## src/rtl/ring_dwell_sequencer.sv

```systemverilog
`default_nettype none
// ============================================================================
// ring_dwell_sequencer: holds each state of a 5-state ring FSM for its dwell,
// for N loops, and flags any divergence of the ring's reported state. Rev 1.0
// ============================================================================
module ring_dwell_sequencer #(
  parameter int NUM_STATES = 5,
  parameter int CNT_W      = 8,
  parameter int LOOP_W     = 4
) (
  input  logic                  clock,
  input  logic                  reset,
  input  logic                  i_cfg_we,
  input  logic [2:0]            i_cfg_addr,
  input  logic [CNT_W-1:0]      i_cfg_data,
  input  logic                  i_start_valid,
  output logic                  o_start_ready,
  input  logic [LOOP_W-1:0]     i_loops,
  input  logic                  i_abort,
  input  logic [2:0]            i_st_in,
  output logic [NUM_STATES-1:0] o_adv,
  output logic                  o_fsm_en,
  output logic                  o_busy,
  output logic                  o_done,
  output logic                  o_err
);
  typedef enum logic [1:0] {
    S_IDLE = 2'd0,
    S_RUN  = 2'd1,
    S_DONE = 2'd2
  } state_t;

  localparam logic [2:0] c_LAST = 3'(NUM_STATES - 1);

  state_t            r_state;
  logic [CNT_W-1:0]  r_dwell [NUM_STATES];
  logic [CNT_W-1:0]  r_cnt;
  logic [2:0]        r_exp;
  logic [LOOP_W-1:0] r_loops_left;
  logic              r_err;

  logic              w_idle;
  logic              w_run;
  logic              w_handshake;
  logic              w_match;
  logic              w_issue;
  logic [CNT_W-1:0]  w_dwell_cur;

  assign w_idle      = (r_state == S_IDLE);
  assign w_run       = (r_state == S_RUN);
  assign w_dwell_cur = r_dwell[r_exp];
  // r_exp never leaves 0..4, so ring values 5..7 always read as a mismatch
  assign w_match     = (i_st_in == r_exp);
  assign w_issue     = w_run && !i_abort && w_match && (r_cnt == w_dwell_cur);
  assign w_handshake = i_start_valid && o_start_ready;

  assign o_start_ready = w_idle && !i_abort;
  assign o_adv         = w_issue ? (NUM_STATES'(1) << r_exp) : '0;
  assign o_fsm_en      = w_issue;
  assign o_busy        = w_run;
  assign o_done        = (r_state == S_DONE);
  assign o_err         = r_err;

  always_ff @(posedge clock) begin
    if (reset) begin
      r_state      <= S_IDLE;
      r_cnt        <= '0;
      r_exp        <= '0;
      r_loops_left <= '0;
      r_err        <= 1'b0;
      for (int s = 0; s < NUM_STATES; s++) begin
        r_dwell[s] <= '0;
      end
    end else begin
      r_err <= 1'b0;
      case (r_state)
        S_IDLE: begin
          if (i_cfg_we && (i_cfg_addr <= c_LAST)) begin
            r_dwell[i_cfg_addr] <= i_cfg_data;
          end
          if (w_handshake) begin
            if (i_st_in != 3'd0) begin
              r_err <= 1'b1;
            end else if (i_loops == '0) begin
              r_state <= S_DONE;
            end else begin
              r_loops_left <= i_loops;
              r_exp        <= '0;
              r_cnt        <= '0;
              r_state      <= S_RUN;
            end
          end
        end
        S_RUN: begin
          // abort outranks both the state check and the final strobe
          if (i_abort) begin
            r_state <= S_IDLE;
          end else if (!w_match) begin
            r_err   <= 1'b1;
            r_state <= S_IDLE;
          end else if (r_cnt == w_dwell_cur) begin
            r_cnt <= '0;
            if (r_exp == c_LAST) begin
              r_exp        <= '0;
              r_loops_left <= r_loops_left - LOOP_W'(1);
              if (r_loops_left == LOOP_W'(1)) begin
                r_state <= S_DONE;
              end
            end else begin
              r_exp <= r_exp + 3'd1;
            end
          end else begin
            r_cnt <= r_cnt + CNT_W'(1);
          end
        end
        S_DONE: begin
          r_state <= S_IDLE;
        end
        default: begin
          r_state <= S_IDLE;
        end
      endcase
    end
  end
endmodule
`default_nettype wire

```

## config.mk

```make
export PLATFORM = sky130hd
export DESIGN_NAME = ring_dwell_sequencer
export DESIGN_NICKNAME = d
export VERILOG_FILES = /design/src/rtl/ring_dwell_sequencer.sv
export SDC_FILE = /design/constraint.sdc
export NUM_CORES = 1
export LEC_CHECK = 0
export CORE_MARGIN = 1
export CORE_UTILIZATION = 31
export DETAILED_ROUTE_END_ITERATION = 8
export PLACE_DENSITY = 0.44
export SYNTH_ARGS = -nofsm -noshare
export SYNTH_HDL_FRONTEND = slang
export SYNTH_SLANG_ARGS = --single-unit
```

## constraint.sdc

```tcl
create_clock -name clock -period 3.4 [get_ports clock]
set_input_delay 0.68 -clock clock [delete_from_list [all_inputs] [get_ports clock]]
set_output_delay 0.68 -clock clock [all_outputs]
set_load 0.02 [all_outputs]
```

==> results.yml <==
timing:
  setup_slack_ns: 0.0164
  hold_viol_final: 0
  rsz0062_at_grt: "yes"
  slew_violations: 0
  fin_crit_ns: 3.38
  finalCritPeriodShare_pct: 99.5
  relSlewSlack_pct: 61.3
  fin_worst_skew_ns: 0.0111
  max_freq_mhz: 296
  setup_viol: 0
  tightest_slew_ns: 0.576
floorplanning:
  start_util_pct: 32.4
  die_h_um: 118
  die_area_mm2: 0.0139
  core_mm2: 0.0128
  ios: 33
  die_w_um: 118
  placementRows: 41
global_route:
  met3_usage_pct: 2.81
  grt_util_all_layers_pct: 15.6
  grt_max_degree: 16
  globalRouteMet2Util_pct: 25.6
  busiest_layer: "met2"
  antenna_found_initial: 0
  gr-total-overflow: 0
  grt_use_met1_pct: 20.0
  grt_pass1_wl_mm: 16.1
  grt_pass1_vias: 2817
worst_setup_path:
  path_common_cell: "and3_4"
  critPathArrivalTime_ns: 2.70
  crit_path_max_incr_delay_ns: 0.52
  regToRegSetupSlack_ns: 0.62
  required_ns: 2.72
  cp-end-kind: "output port"
  worstRegToRegCells: 12
  path_delay_family: "simple AND/OR/NAND/NOR gates"
  r2r-end: "r_cnt[7]"
  worstPathMaxFanout: 5
  worst-path-buf-inv: 3
  critical_path_class: "register to output port"
  slowest_stage: "mux4_2"
  worstSetupStartpointType: "register"
  crit_path_cell_trace: "buf_12, mux4_2, mux2i_4, xnor2_2, nor4_4, and3_4, nand3_4, inv_4, and3_4, buf_6"
cts:
  clockBufferDepth: 2
  cts-root-buf: "clkbuf_16"
  clk_pin_slew_ns: 0.07
  cts_tree: "yes"
  cts_sinks: 85
  cts_buffers: 9
  holdBufCountCts: 0
  insertion_delay_ns: 0.35
  htree_levels: 3
worst_hold_path:
  hold-path-cell-count: 2
  holdPathEnd: "r_cnt[1]"
  hold_path.class: "register to register"
  holdCritStartpoint: "r_cnt[1]"
synthesis:
  syn-instance-count: 327
  synth_top_area_cell: "edfxtp_1"
  synthTopCellsByArea: "edfxtp_1, dfxtp_1, and2_1, mux2i_1, mux4_1"
  ys_types: 56
  synthSimpleGateAreaFrac_pct: 18.2
  ys_seq_elements: 85
  syn_area_per_cell_um2: 12.7
  yosys_warnings: 0
  synth_compound_area_share_pct: 6.69
  async_reset_ff_share_pct: 0
  synth_ff_type: "edfxtp_1"
  synthMuxAreaShare_pct: 10.3
  synth_xor_xnor_area_share_pct: 2.95
  syn_area_mm2: 0.00415
  synth-edff-count: 64
  ys_seq_area_share_pct: 56.4
  synth_top_area_share_pct: 46.3
  synth_top_family_by_area: "simple AND/OR/NAND/NOR gates"
  synth_fa_ha_area_share_pct: 2.41
run:
  cap_violations: 0
power_and_ir_drop:
  power.leakage_nw: 2.08
  ir_drop_mv: 0.233
  p_per_area_mw_per_mm2: 425
cells_and_area:
  drive_gt1_share_pct: 23.6
  fin_nets: 445
  n_antenna_cell: 0
  fillerInstances: 1229
  area_growth_pct: 32.0
  seq_area_mm2: 0.00235
  stdcell_area_mm2: 0.00548
  multiInputGateArea_mm2: 0.00186
place:
  placed_cell_area_mm2: 0.00495
  place_congestion: 0.814
  hpwl_mm: 6.72
  dp_slack_ns: -0.152
  port_buffers: 32
routing:
  dr.pass1.iters: 4
  wirelength_mm: 10.0
  ant_nets: 0
  drc_errors: 0
  wl_per_cell_um: 17.0
  vias: 2802
  routed_via_density: 4.74
  dr.first_iter.drc_count: 178
status:
  outcome: "finished, final reports clean"
[final cells by class]
type                    instances  area share, %
flip-flops and latches         85           42.9
multi-input cells             240           33.9
repair buffers                 69           13.1
clock buffers                   9           4.11
well taps                     172           3.93
clock inverters                 7           1.37
inverters                       9          0.662
[through the flow]
| step | hold WS (ns) | total power, mW | instances | TNS, ns | util (%) |
|---|---|---|---|---|---|
| floorplan | 0.470 | 1.26 | 350 | 0 | - |
| global placement | 0.508 | 1.34 | 567 | -0.369 | 38.6 |
| detailed placement | 0.518 | 1.34 | 567 | -0.606 | 38.6 |
| CTS | 0.527 | 2.35 | 590 | -0.0350 | 42.3 |
| global route | 0.549 | 2.41 | 591 | -0.562 | 42.7 |
| finish | 0.520 | 2.33 | 591 | 0 | 42.7 |
[cell usage after synthesis (all sizes together) (2+ instances only)]
master and number:
xnor2 5, a21oi 9, nor4b 3, a31oi 2, clkbuf 10, nor4 4, and2 35, buf 6
a22o 2, edfxtp 64, o22ai 3, and3 18, ha 8, nor2b 5, a41o 2, mux2i 15
mux4 10, or2 3, o21a 2, nand2 13, dfxtp 21, nand4 8, a22oi 2, a2111oi 3
mux2 3, o21ai 3, nor2 16, nor3 8, inv 8, xor2 9, nand3 8, a21o 3
nand2b 3
[cell families (layout without fill, tap and decap cells)]
| logic type | count (synthesis) | after routing |
|---|---|---|
| xor gates and xnor gates | 14 | 14 |
| other | 1 | 24 |
| adders and majority gates | 8 | 8 |
| DFF | 85 | 85 |
| and+or+nand+nor | 128 | 128 |
| buffers and inverters | 25 | 94 |
| muxes | 28 | 28 |
| AOI/OAI and AO/OA | 38 | 38 |
[layout by cell type (no fill, tap or decap), types with 4 or more instances in the layout]
cell type,n
clkbuf_16,9
clkdlybuf4s50_1,26
nand4_1,8
mux2i_1,10
nor2_1,16
a21oi_1,9
nor3_1,7
and3_4,4
buf_4,28
conb_1,24
inv_1,7
nand3_1,7
xor2_1,9
mux4_2,10
nor2b_1,5
ha_1,8
nand2_1,13
edfxtp_1,64
buf_6,7
and2_1,35
buf_12,5
and3_1,14
dfxtp_1,19
[power by group]
part / internal [mW] / switching, mW
Combinational: 0.0715 / 0.0795
Clock: 0.572 / 0.430
Sequential: 1.16 / 0.0147
Total: 1.81 / 0.524
[registers in the layout, summed over array words and instances, names as in the netlist, named ones only]
signal / flops
r_state: 2
r_loops_left: 4
o_err: 1
r_dwell: 64
r_exp: 3
r_cnt: 8
[per-layer routing]
| layer | vias up | wire length, um |
|---|---|---|
| met3 | 14 | 281 |
| met1 | 1360 | 4690 |
| met2 | 54 | 4910 |
| met5 | - | 0 |
| li1 | 1374 | - |
| met4 | 0 | 159 |
[tightest hold or removal path, cell delays in order (launching register included)]
cell and delay [ns]:
dfxtp_1 0.35, nand2_1 0.07, a21oi_1 0.05
[worst max-delay path by stage]
stage	start	to	slack (ns)	cells past startpoint
finish	register	o_adv[0]	0.02	10
global route	register	o_adv[0]	-0.13	12
CTS	register	o_adv[0]	-0.02	11
detailed placement	register	o_adv[0]	-0.15	10
global placement	register	o_adv[0]	-0.11	10
floorplan	register	o_adv[0]	0.26	10
[repair_timing]
| action | CTS | global route |
|---|---|---|
| setup buffers | 5 | 1 |
| gates cloned | 2 | 0 |
| pin swaps | 13 | 3 |
| endpoints found under the setup margin | 6 | 6 |
| gates resized for setup | 55 | 14 |
Note: power is estimated with default switching activity, not from simulation.
